===== src/rtl/mem_access_unit.sv =====
// MEM-stage data-memory access unit: sequences loads/stores over a request/ack
// bus with timeout, stalls the front of the pipeline, and loads the MEM/WB register.
module mem_access_unit #(
    parameter int unsigned TIMEOUT = 15
) (
    input  logic        clk,
    input  logic        rst,
    input  logic [1:0]  WB_MemtoReg_mem,
    input  logic        WB_RegWrite_mem,
    input  logic        MEM_MemWrite_mem,
    input  logic        MEM_MemRead_mem,
    input  logic [4:0]  RegWriteAddr_mem,
    input  logic [31:0] PC_mem,
    input  logic [31:0] ALUResult_mem,
    input  logic [31:0] MemWriteData_mem,
    output logic        dmem_req,
    output logic        dmem_we,
    output logic [31:0] dmem_addr,
    output logic [31:0] dmem_wdata,
    input  logic        dmem_ack,
    input  logic [31:0] dmem_rdata,
    output logic        stall_mem,
    output logic [1:0]  WB_MemtoReg_wb,
    output logic        WB_RegWrite_wb,
    output logic [4:0]  RegWriteAddr_wb,
    output logic [31:0] PC_wb,
    output logic [31:0] ALUResult_wb,
    output logic [31:0] MemReadData_wb,
    output logic        misalign_wb,
    output logic        bus_err_wb
);

    typedef enum logic [1:0] {
        IDLE = 2'd0,
        BUSY = 2'd1,
        DONE = 2'd2
    } state_t;

    // Last counter value at which a missing ack is declared a bus error.
    localparam logic [3:0] CNT_LAST = 4'(TIMEOUT - 1);

    state_t      state_q, state_d;
    logic [3:0]  cnt_q, cnt_d;
    logic [31:0] hold_q, hold_d;
    logic        err_q, err_d;

    logic        req_q, req_d;
    logic        we_q, we_d;
    logic [31:0] addr_q, addr_d;
    logic [31:0] wdata_q, wdata_d;

    logic [1:0]  h_mtr_q, h_mtr_d;
    logic        h_rw_q, h_rw_d;
    logic [4:0]  h_rd_q, h_rd_d;
    logic [31:0] h_pc_q, h_pc_d;
    logic [31:0] h_alu_q, h_alu_d;
    logic        h_load_q, h_load_d;

    logic [1:0]  wb_mtr_q, wb_mtr_d;
    logic        wb_rw_q, wb_rw_d;
    logic [4:0]  wb_rd_q, wb_rd_d;
    logic [31:0] wb_pc_q, wb_pc_d;
    logic [31:0] wb_alu_q, wb_alu_d;
    logic [31:0] wb_rdata_q, wb_rdata_d;
    logic        wb_mis_q, wb_mis_d;
    logic        wb_err_q, wb_err_d;

    logic        acc_s;
    logic        aligned_s;
    logic        stall_s;

    assign acc_s     = MEM_MemRead_mem | MEM_MemWrite_mem;
    assign aligned_s = (ALUResult_mem[1:0] == 2'b00);

    // Next-state, bus request and MEM/WB load decisions.
    always_comb begin
        state_d    = state_q;
        cnt_d      = cnt_q;
        hold_d     = hold_q;
        err_d      = err_q;
        req_d      = req_q;
        we_d       = we_q;
        addr_d     = addr_q;
        wdata_d    = wdata_q;
        h_mtr_d    = h_mtr_q;
        h_rw_d     = h_rw_q;
        h_rd_d     = h_rd_q;
        h_pc_d     = h_pc_q;
        h_alu_d    = h_alu_q;
        h_load_d   = h_load_q;
        wb_mtr_d   = 2'b00;
        wb_rw_d    = 1'b0;
        wb_rd_d    = 5'd0;
        wb_pc_d    = 32'h0000_0000;
        wb_alu_d   = 32'h0000_0000;
        wb_rdata_d = 32'h0000_0000;
        wb_mis_d   = 1'b0;
        wb_err_d   = 1'b0;
        stall_s    = 1'b0;

        case (state_q)
            IDLE: begin
                if (acc_s && aligned_s) begin
                    // Issue the access; MEM/WB takes a bubble while we wait.
                    stall_s  = 1'b1;
                    state_d  = BUSY;
                    req_d    = 1'b1;
                    we_d     = MEM_MemWrite_mem;
                    addr_d   = ALUResult_mem;
                    wdata_d  = MemWriteData_mem;
                    cnt_d    = 4'd0;
                    hold_d   = 32'h0000_0000;
                    err_d    = 1'b0;
                    h_mtr_d  = WB_MemtoReg_mem;
                    h_rw_d   = WB_RegWrite_mem;
                    h_rd_d   = RegWriteAddr_mem;
                    h_pc_d   = PC_mem;
                    h_alu_d  = ALUResult_mem;
                    h_load_d = MEM_MemRead_mem;
                end else begin
                    // Non-memory op passes straight through; a misaligned one is flagged and loses its write.
                    wb_mtr_d = WB_MemtoReg_mem;
                    wb_rw_d  = WB_RegWrite_mem & ~acc_s;
                    wb_rd_d  = RegWriteAddr_mem;
                    wb_pc_d  = PC_mem;
                    wb_alu_d = ALUResult_mem;
                    wb_mis_d = acc_s;
                end
            end
            BUSY: begin
                stall_s = 1'b1;
                cnt_d   = cnt_q + 4'd1;
                if (dmem_ack) begin
                    hold_d  = dmem_rdata;
                    req_d   = 1'b0;
                    state_d = DONE;
                end else if (cnt_q == CNT_LAST) begin
                    err_d   = 1'b1;
                    req_d   = 1'b0;
                    state_d = DONE;
                end else begin
                    state_d = BUSY;
                end
            end
            DONE: begin
                wb_mtr_d   = h_mtr_q;
                wb_rw_d    = h_rw_q & ~err_q;
                wb_rd_d    = h_rd_q;
                wb_pc_d    = h_pc_q;
                wb_alu_d   = h_alu_q;
                wb_rdata_d = (h_load_q && !err_q) ? hold_q : 32'h0000_0000;
                wb_err_d   = err_q;
                state_d    = IDLE;
            end
            default: begin
                state_d = IDLE;
            end
        endcase
    end

    // State, bus and MEM/WB registers with synchronous reset.
    always_ff @(posedge clk) begin
        if (rst) begin
            state_q    <= IDLE;
            cnt_q      <= 4'd0;
            hold_q     <= 32'h0000_0000;
            err_q      <= 1'b0;
            req_q      <= 1'b0;
            we_q       <= 1'b0;
            addr_q     <= 32'h0000_0000;
            wdata_q    <= 32'h0000_0000;
            h_mtr_q    <= 2'b00;
            h_rw_q     <= 1'b0;
            h_rd_q     <= 5'd0;
            h_pc_q     <= 32'h0000_0000;
            h_alu_q    <= 32'h0000_0000;
            h_load_q   <= 1'b0;
            wb_mtr_q   <= 2'b00;
            wb_rw_q    <= 1'b0;
            wb_rd_q    <= 5'd0;
            wb_pc_q    <= 32'h0000_0000;
            wb_alu_q   <= 32'h0000_0000;
            wb_rdata_q <= 32'h0000_0000;
            wb_mis_q   <= 1'b0;
            wb_err_q   <= 1'b0;
        end else begin
            state_q    <= state_d;
            cnt_q      <= cnt_d;
            hold_q     <= hold_d;
            err_q      <= err_d;
            req_q      <= req_d;
            we_q       <= we_d;
            addr_q     <= addr_d;
            wdata_q    <= wdata_d;
            h_mtr_q    <= h_mtr_d;
            h_rw_q     <= h_rw_d;
            h_rd_q     <= h_rd_d;
            h_pc_q     <= h_pc_d;
            h_alu_q    <= h_alu_d;
            h_load_q   <= h_load_d;
            wb_mtr_q   <= wb_mtr_d;
            wb_rw_q    <= wb_rw_d;
            wb_rd_q    <= wb_rd_d;
            wb_pc_q    <= wb_pc_d;
            wb_alu_q   <= wb_alu_d;
            wb_rdata_q <= wb_rdata_d;
            wb_mis_q   <= wb_mis_d;
            wb_err_q   <= wb_err_d;
        end
    end

    assign stall_mem       = stall_s & ~rst;
    assign dmem_req        = req_q;
    assign dmem_we         = we_q;
    assign dmem_addr       = addr_q;
    assign dmem_wdata      = wdata_q;
    assign WB_MemtoReg_wb  = wb_mtr_q;
    assign WB_RegWrite_wb  = wb_rw_q;
    assign RegWriteAddr_wb = wb_rd_q;
    assign PC_wb           = wb_pc_q;
    assign ALUResult_wb    = wb_alu_q;
    assign MemReadData_wb  = wb_rdata_q;
    assign misalign_wb     = wb_mis_q;
    assign bus_err_wb      = wb_err_q;

endmodule


===== config.mk =====
export PLATFORM = sky130hd
export DESIGN_NAME = mem_access_unit
export DESIGN_NICKNAME = d
export VERILOG_FILES = /design/src/rtl/mem_access_unit.sv
export SDC_FILE = /design/constraint.sdc
export NUM_CORES = 1
export LEC_CHECK = 0
export CORE_MARGIN = 4
export CORE_UTILIZATION = 47
export CTS_CLUSTER_DIAMETER = 80
export DETAILED_ROUTE_END_ITERATION = 12
export PLACE_DENSITY = 0.81
export SYNTH_ARGS = -nofsm -noshare
export SYNTH_HDL_FRONTEND = slang
export SYNTH_SLANG_ARGS = --single-unit

===== constraint.sdc =====
create_clock -name clk -period 2.5 [get_ports clk]
set_clock_uncertainty 0.15 [all_clocks]
set_input_delay 0.75 -clock clk [delete_from_list [all_inputs] [get_ports clk]]
set_output_delay 0.75 -clock clk [all_outputs]
set_load 0.02 [all_outputs]

==> summary.md, run 1 <==
| Metric | Value |
|---|---|
| Outcome | `finished with violations` |
| Failing checks | `negative setup slack` |
| Hold slack | `around 0.3 ns` |
| Final HPWL from detailed placement | `18100 microns` |
| Worst-margin pin slew | `just over 0.9 ns` |
| Critical path launch point type | `flip-flop` |
| Htree depth | `1` |
| CTS buffer count | `27` |
| Synth area leaders | `dfxtp_1, nand2b_1, mux2i_1, o21ai_0, nand3_1` |
| Gp weighted congestion | `around 0.82` |
| Pins Over Slew Limit | `0` |
| Largest net degree at the start of global routing | `207` |
| Worst Reg-to-Reg Cells | `6` |
| Peak VDD IR | `0.469 mV` |
| Pre-CTS WS | `-1.03 ns` |
| Clock Latency Late Sink | `0.52 ns` |
| Cells along the critical path | `or2_1 -> or4_4 -> a21oi_4 -> buf_6` |
| CTS clk-pin slew, worst paths | `~0.060 ns` |
| Fin crit share | `110%` |
| Avg Synthesized Cell Area | `9.55 sq um` |
| DRC | `0` |
| Req. time, crit path | `around 1.6 ns` |
| Worst path top cell family by delay | `simple AND/OR/NAND/NOR gates` |
| Row cnt | `52` |
| R2r setup slk | `roughly 0.31 ns` |
| Worst rel slew slack | `39.3%` |
| TritonCTS clock tree | `built` |
| Ports | `approximately 310` |
| Drt first pass iters | `5` |
| Hold Fails Final Rpt | `0` |
| RSZ-0062 raised after global routing | `true` |
| Die width | `154 microns` |
| GRT Total Usage | `21.5%` |
| Max_cap viols | `0` |
| Top-area cell type share of the netlist area | `50.7%` |
| Synth area leader | `dfxtp_1` |
| Synth top cells by count | `dfxtp_1, nand2b_1, mux2i_1` |
| Delay of the slowest critical-path stage | `0.51 ns` |
| Vias per cell | `~5` |
| WP buf/inv | `1` |
| Worst r2r dst | `hold_q[0]` |
| Post-layout nets | `1475` |
| Synth Register Bits | `252` |
| Period minus WS final | `2.74 ns` |
| Leakage | `0.00538 uW` |
| Slowest cell on crit path | `or4_4` |
| Vias | `8235` |
| Arr. time, crit path | `1.84 ns` |
| Min-Delay Endpoint | `MemReadData_wb[14]` |
| R2R Path Start | `state_q[1]` |
| Max Root-Sink Buffers | `3` |
| Synth cell types | `33` |
| Vias in the first global route | `8173` |
| Initial drt markers | `415` |
| Remaining antenna violation count | `0` |
| Count leader, synth | `dfxtp_1` |
| Power Density | `670 nW/um^2` |
| Syn Inst Count | `1042` |
| Crit. End Element | `output pin` |
| Total grt overflow | `0` |
| Clock sinks | `252` |
| First-pass GRT wire length | `42400 microns` |
| CP Class | `flip-flop to output pin` |
| Floorplan Core Area | `20600 sq um` |
| Die H | `154 microns` |
| Syn_nets | `1185` |
| Sequential share of the synthesized area | `between 50% and 60%` |
| Top FF cell, synth | `dfxtp_1` |
| CTS root buf | `clkbuf_16` |
| Hold Path Depth | `1` |
| FILL cells | `1584` |
| Worst-path fanout max | `2` |
| IO Port Bufs | `approximately 310` |
| Layout cells sized above 1 | `6.66%` |
| Final WL | `26800 microns` |
| Final Setup Violations | `1` |
| Initial antenna violation count | `3` |
| Mean routed wirelength per cell | `16.5 microns` |
| PnR worst setup slack | `-0.243 ns` |
| Hold_sp | `hold_q[14]` |
| Initial core utilization | `roughly 48%` |
| HP Class | `flip-flop to flip-flop` |
| Syn-to-layout area delta | `45.0%` |
| Post-Syn Area | `approximately 10000 sq um` |
| Post-synth EDFFs | `0` |
| Die Area | `23600 sq um` |
| Ys async rst share | `0%` |
| Maximum clock frequency | `0.365 GHz` |
| YS warnings | `0` |
## logic make-up after synthesis
kind of cell / Yosys count / synth area share (%)
multiplexers: 106 / 10.7
AND/OR/NAND/NOR: 445 / 25.7
buffers and inverters: 123 / 5.61
adder cells (fa/ha/maj): 2 / 0.251
flip-flops: 252 / 50.7
AO/OA/AOI/OAI: 114 / 7.12
## placed cells by master, fill, tap and decap left out, drive strengths merged, types with 2 or more instances in the layout
cell           instances
nand2b               212
nand3b                38
and2                  32
buf                   40
clkinv                 2
dlymetal6s2s           3
ha                     2
nand2                 71
clkdlybuf4s50        304
nor2                   6
o32ai                 33
nor3                   3
nand3                 71
bufinv                 4
nor3b                  2
diode                  2
dfxtp                252
mux2i                106
a21oi                  4
o21ai                 72
or2                    2
dlygate4sd2            4
clkinvlp               2
or4                    3
inv                   34
clkbuf                39
## how the worst max path moves through the flow
stage | startpoint | to | slack (ns) | cells after the start
after floorplan | ALUResult_mem[0] | stall_mem | 0.01 | 2
after global placement | MEM_MemWrite_mem | stall_mem | -1.03 | 5
after detailed placement | MEM_MemRead_mem | stall_mem | -1.03 | 5
after CTS | state_q[1] | stall_mem | -0.27 | 4
after global routing | state_q[1] | stall_mem | -0.30 | 4
final | state_q[1] | stall_mem | -0.24 | 4
## where the power goes
part	switching, uW	leakage [uW]	internal, uW	total, uW
Sequential	77.8	0.00206	4190	4270
Clock	1570	0.000446	2540	4120
Combinational	611	0.00288	673	1280
Total	2260	0.00538	7410	9670
## state kept, by name (all words and copies together) (netlist names), 2 cells and up
| signal | cells |
|---|---|
| ALUResult_wb | 32 |
| MemReadData_wb | 32 |
| PC_wb | 32 |
| RegWriteAddr_wb | 5 |
| WB_MemtoReg_wb | 2 |
| cnt_q | 4 |
| dmem_wdata | 32 |
| h_alu_q | 32 |
| h_mtr_q | 2 |
| h_pc_q | 32 |
| h_rd_q | 5 |
| hold_q | 32 |
| state_q | 2 |
## per-layer routing
metal	global-route usage, %	up-vias	wire length, microns
met2	37.5	266	13400
li1	-	4062	-
met3	6.10	55	1990
met1	25.3	3850	10500
met4	7.53	2	927
met5	0	-	12
## per-stage QoR
stage	TNS (ns)	area, sq um	total power [uW]	utilization, %	std cells
after floorplan	0	9960	4960	-	1042
after global placement	-14.93	13500	5620	65.5	1572
after detailed placement	-14.67	13500	5640	65.5	1572
after CTS	-0.273	14400	9770	70.1	1621
after global routing	-0.304	14400	10000	70.2	1623
final	-0.243	14400	9670	70.2	1623
## final cells by class
cell class              count  area (sq um)  share of cell area [%]
flip-flops and latches    252          5050                    35.0
multi-input cells         667          4400                    30.5
repair buffers            351          3590                    24.9
inverters                  33           124                   0.859
clock buffers              39           771                    5.34
clock inverters             9           154                    1.07
diodes                      2          5.00                  0.0347
well taps                 270           338                    2.34
## timing repair
action	in CTS	in global routing
gates resized for setup	13	3
pin swaps	3	0
endpoints found under the hold margin	0	0
hold buffers	0	0
setup buffers	1	0
setup endpoints to repair	1	4
No activity file was read; power rests on OpenSTA's default activity.
==> run 2, diff against run 1 <==
--- a/config.mk
+++ b/config.mk
@@ -5,11 +5,13 @@
 export SDC_FILE = /design/constraint.sdc
 export NUM_CORES = 1
 export LEC_CHECK = 0
-export CORE_MARGIN = 4
-export CORE_UTILIZATION = 47
+export CORE_MARGIN = 3
+export CORE_UTILIZATION = 48
+export CTS_BUF_LIST = sky130_fd_sc_hd__clkbuf_4 sky130_fd_sc_hd__clkbuf_8
 export CTS_CLUSTER_DIAMETER = 80
 export DETAILED_ROUTE_END_ITERATION = 12
-export PLACE_DENSITY = 0.81
+export MAX_ROUTING_LAYER = met4
+export PLACE_DENSITY = 0.82
 export SYNTH_ARGS = -nofsm -noshare
 export SYNTH_HDL_FRONTEND = slang
 export SYNTH_SLANG_ARGS = --single-unit
==> run 2 against run 1 <==
  * The flow still finishes with violations (negative setup slack)
  * Maximum frequency up 0.88%
  * Sequential share of layout area is 0.064 points higher
  * Count of clock-buffer cells in the layout up 28
  * Non-clock buffer count is the same
  * First-iteration DRC count down 11%
  * Global-route usage rose by 1.6 points
  * Combinational power about the same
  * Via count barely moved
  * Setup slack better by 0.024 ns
  * Sequential power barely moved
  * Register-to-register slack barely moved
  * Largest power group unchanged
  * Highest routed layer is now met4
==> summary.md, run 2 (synthesis gave the netlist of run 1 again) <==
| Metric | Value |
|---|---|
| Die width | `150 microns (was 154 microns)` |
| Clock Latency Late Sink | `0.52 ns (about the same)` |
| GRT Total Usage | `23.0% (was 21.5%)` |
| Hold Path Depth | `1 (unchanged)` |
| Storage element area | `5050 sq um (unchanged)` |
| Worst Reg-to-Reg Cells | `6 (unchanged)` |
| Initial drt markers | `368 (was 415)` |
| Die H | `150 microns (was 154 microns)` |
| Diode count | `0 (was 2)` |
| Final HPWL from detailed placement | `17600 microns (was 18100 microns)` |
| Row cnt | `52 (unchanged)` |
| Final Core Density | `70.9% (was 70.2%)` |
| CTS buffer count | `42 (was 27)` |
| DRC | `0 (unchanged)` |
| Leading cell type in the layout, fill and taps excluded | `clkdlybuf4s50_1 (unchanged)` |
| Syn-to-layout area delta | `44.7% (was 45.0%)` |
| Mean routed wirelength per cell | `16.1 microns (was 16.5 microns)` |
| GR peak layer | `met2 (unchanged)` |
| R2R Path Start | `state_q[1] (unchanged)` |
| Pins Over Slew Limit | `0 (unchanged)` |
| Power share of the clock group | `40.2% (was 42.6%)` |
| RSZ-0062 raised after global routing | `true (unchanged)` |
| Hold Fails Final Rpt | `0 (unchanged)` |
| Req. time, crit path | `1.60 ns (about the same)` |
| Drt first pass iters | `6 (was 5)` |
| Net switching power | `2290 uW (was 2260 uW)` |
| R2r setup slk | `0.32 ns (was 0.31 ns)` |
| CTS root buf | `clkbuf_8 (was clkbuf_16)` |
| Clock sinks | `252 (unchanged)` |
| Multi-input gate area | `4410 sq um (was 4400 sq um)` |
| Initial antenna violation count | `0 (was 3)` |
| Gp weighted congestion | `0.837 (was 0.818)` |
| Floorplan Core Area | `20300 sq um (was 20600 sq um)` |
| Hold slack | `0.298 ns (was 0.300 ns)` |
| Internal | `6990 uW (was 7410 uW)` |
| Critical path launch point type | `primary input (was flip-flop)` |
| Htree depth | `2 (was 1)` |
| FILL cells | `1505 (was 1584)` |
| Final WL | `26500 microns (was 26800 microns)` |
| Max Root-Sink Buffers | `3 (unchanged)` |
| Largest net degree at the start of global routing | `155 (was 207)` |
| Remaining antenna violation count | `0 (unchanged)` |
| Worst r2r dst | `hold_q[2] (was hold_q[0])` |
| Vias per cell | `5.00 (was 5.07)` |
| Hold_sp | `hold_q[18] (was hold_q[14])` |
| Fin crit share | `109% (was 110%)` |
| Non-Filler Instances | `1646 (was 1623)` |
| Most frequent cells in the layout | `clkdlybuf4s50_1, dfxtp_1, nand2b_1 (unchanged)` |
| Initial core utilization | `49.0% (was 48.4%)` |
| Post-layout nets | `1490 (was 1475)` |
| Period minus WS final | `2.72 ns (was 2.74 ns)` |
| Dpl cells | `1573 (was 1572)` |
| Maximum clock frequency | `0.368 GHz (was 0.365 GHz)` |
| Worst-path fanout max | `3 (was 2)` |
| CP Class | `primary input to output pin (was flip-flop to output pin)` |
| Switching fraction of total power | `24.6% (was 23.4%)` |
| HP Class | `flip-flop to flip-flop (unchanged)` |
| Worst rel slew slack | `39.1% (was 39.3%)` |
| TritonCTS clock tree | `built (unchanged)` |
| Final Setup Violations | `1 (unchanged)` |
| Final TNS setup | `-0.219 ns (was -0.243 ns)` |
| Max_cap viols | `0 (unchanged)` |
| CTS clk-pin slew, worst paths | `0.06 ns (about the same)` |
| Ports | `314 (unchanged)` |
| First-pass GRT wire length | `41200 microns (was 42400 microns)` |
| Power Density | `644 nW/um^2 (was 670 nW/um^2)` |
| Reg power frac | `46.0% (was 44.1%)` |
| Arr. time, crit path | `1.82 ns (was 1.84 ns)` |
| Outcome | `finished with violations (unchanged)` |
| Postcts setup bufs | `0 (was 1)` |
| Grt met1 use | `26.8% (was 25.3%)` |
| Hold-fix buffer count after cts | `0 (unchanged)` |
| Die Area | `22500 sq um (was 23600 sq um)` |
| Peak VDD IR | `0.392 mV (was 0.469 mV)` |
| Vias in the first global route | `8175 (was 8173)` |
| Worst-margin pin slew | `0.913 ns (was 0.910 ns)` |
| Leakage | `0.00542 uW (was 0.00538 uW)` |
| Vias | `8236 (was 8235)` |
| Crit. End Element | `output pin (unchanged)` |
| Total grt overflow | `0 (unchanged)` |
| PnR worst setup slack | `-0.219 ns (was -0.243 ns)` |
| Layout cells sized above 1 | `9.08% (was 6.66%)` |
| IO Port Bufs | `313 (unchanged)` |
| Met3 Usage GRT | `5.36% (was 6.10%)` |
| Logic pwr share | `13.9% (was 13.3%)` |
| Met2 Usage GRT | `38.3% (was 37.5%)` |
| Failing checks | `negative setup slack (unchanged)` |
| Min-Delay Endpoint | `MemReadData_wb[18] (was MemReadData_wb[14])` |
==> run 2: cell types whose count changed in the layout (fill, tap and decap cells not counted), sizes merged <==
cell	change
clkinvlp	+1
bufinv	-4
dlymetal6s2s	+1
dlygate4sd2	-4
clkbuf	+28
diode	-2
inv	-1
clkdlybuf4s15	+4
clkdlybuf4s50	-1
clkinv	+1
==> run 2: metrics by stage <==
step	area (sq um)	worst slack, ns	total power (uW)
after floorplan	9960	0.0107	4960
after global placement	13500	-1.10	5610
after detailed placement	13500	-1.10	5640
after CTS	14400	-0.228	9370
after global routing	14400	-0.271	9630
final	14400	-0.219	9280
==> run 2: critical path: stages <==
cell and delay (ns):
clkdlybuf4s15_2 0.22, nor2_4 0.05, or4_4 0.52, a21oi_4 0.14
buf_6 0.13
==> run 2: cell type report <==
type	instances	area share, %
clock buffer	67	5.84
tap	270	2.35
timing repair buffer	351	25.1
multi-input combinational	667	30.6
sequential	252	35.0
clock inverter	6	0.261
inverter	33	0.860
==> run 2: power groups by stage <==
| stage | clock, uW | sequential, uW | combinational, uW |
|---|---|---|---|
| finish | 3730 | 4270 | 1290 |
| global route | 3970 | 4280 | 1380 |
| CTS | 3810 | 4270 | 1300 |
| detailed placement | 0 | 4350 | 1290 |
| global placement | 0 | 4350 | 1270 |
| floorplan | 0 | 4500 | 459 |
==> run 2: worst max path at each step <==
stage | startpoint | to | slack (ns) | cells after the start
final | MEM_MemWrite_mem | stall_mem | -0.22 | 5
after global routing | state_q[1] | stall_mem | -0.27 | 4
after CTS | state_q[1] | stall_mem | -0.23 | 4
after detailed placement | MEM_MemWrite_mem | stall_mem | -1.10 | 5
after global placement | MEM_MemWrite_mem | stall_mem | -1.10 | 5
after floorplan | ALUResult_mem[0] | stall_mem | 0.01 | 2
==> run 2: metal layers <==
metal	vias up	share of wire (%)	routed length (microns)
met5	-	0	0
met4	0	3.3	862
met3	61	6.3	1680
met2	264	50	13100
met1	3823	41	10800
li1	4088	-	-
==> run 2: timing repair <==
action,4_1_cts,5_1_grt
resized for setup,19,5
setup endpoints to repair,1,5
pin swaps,3,0
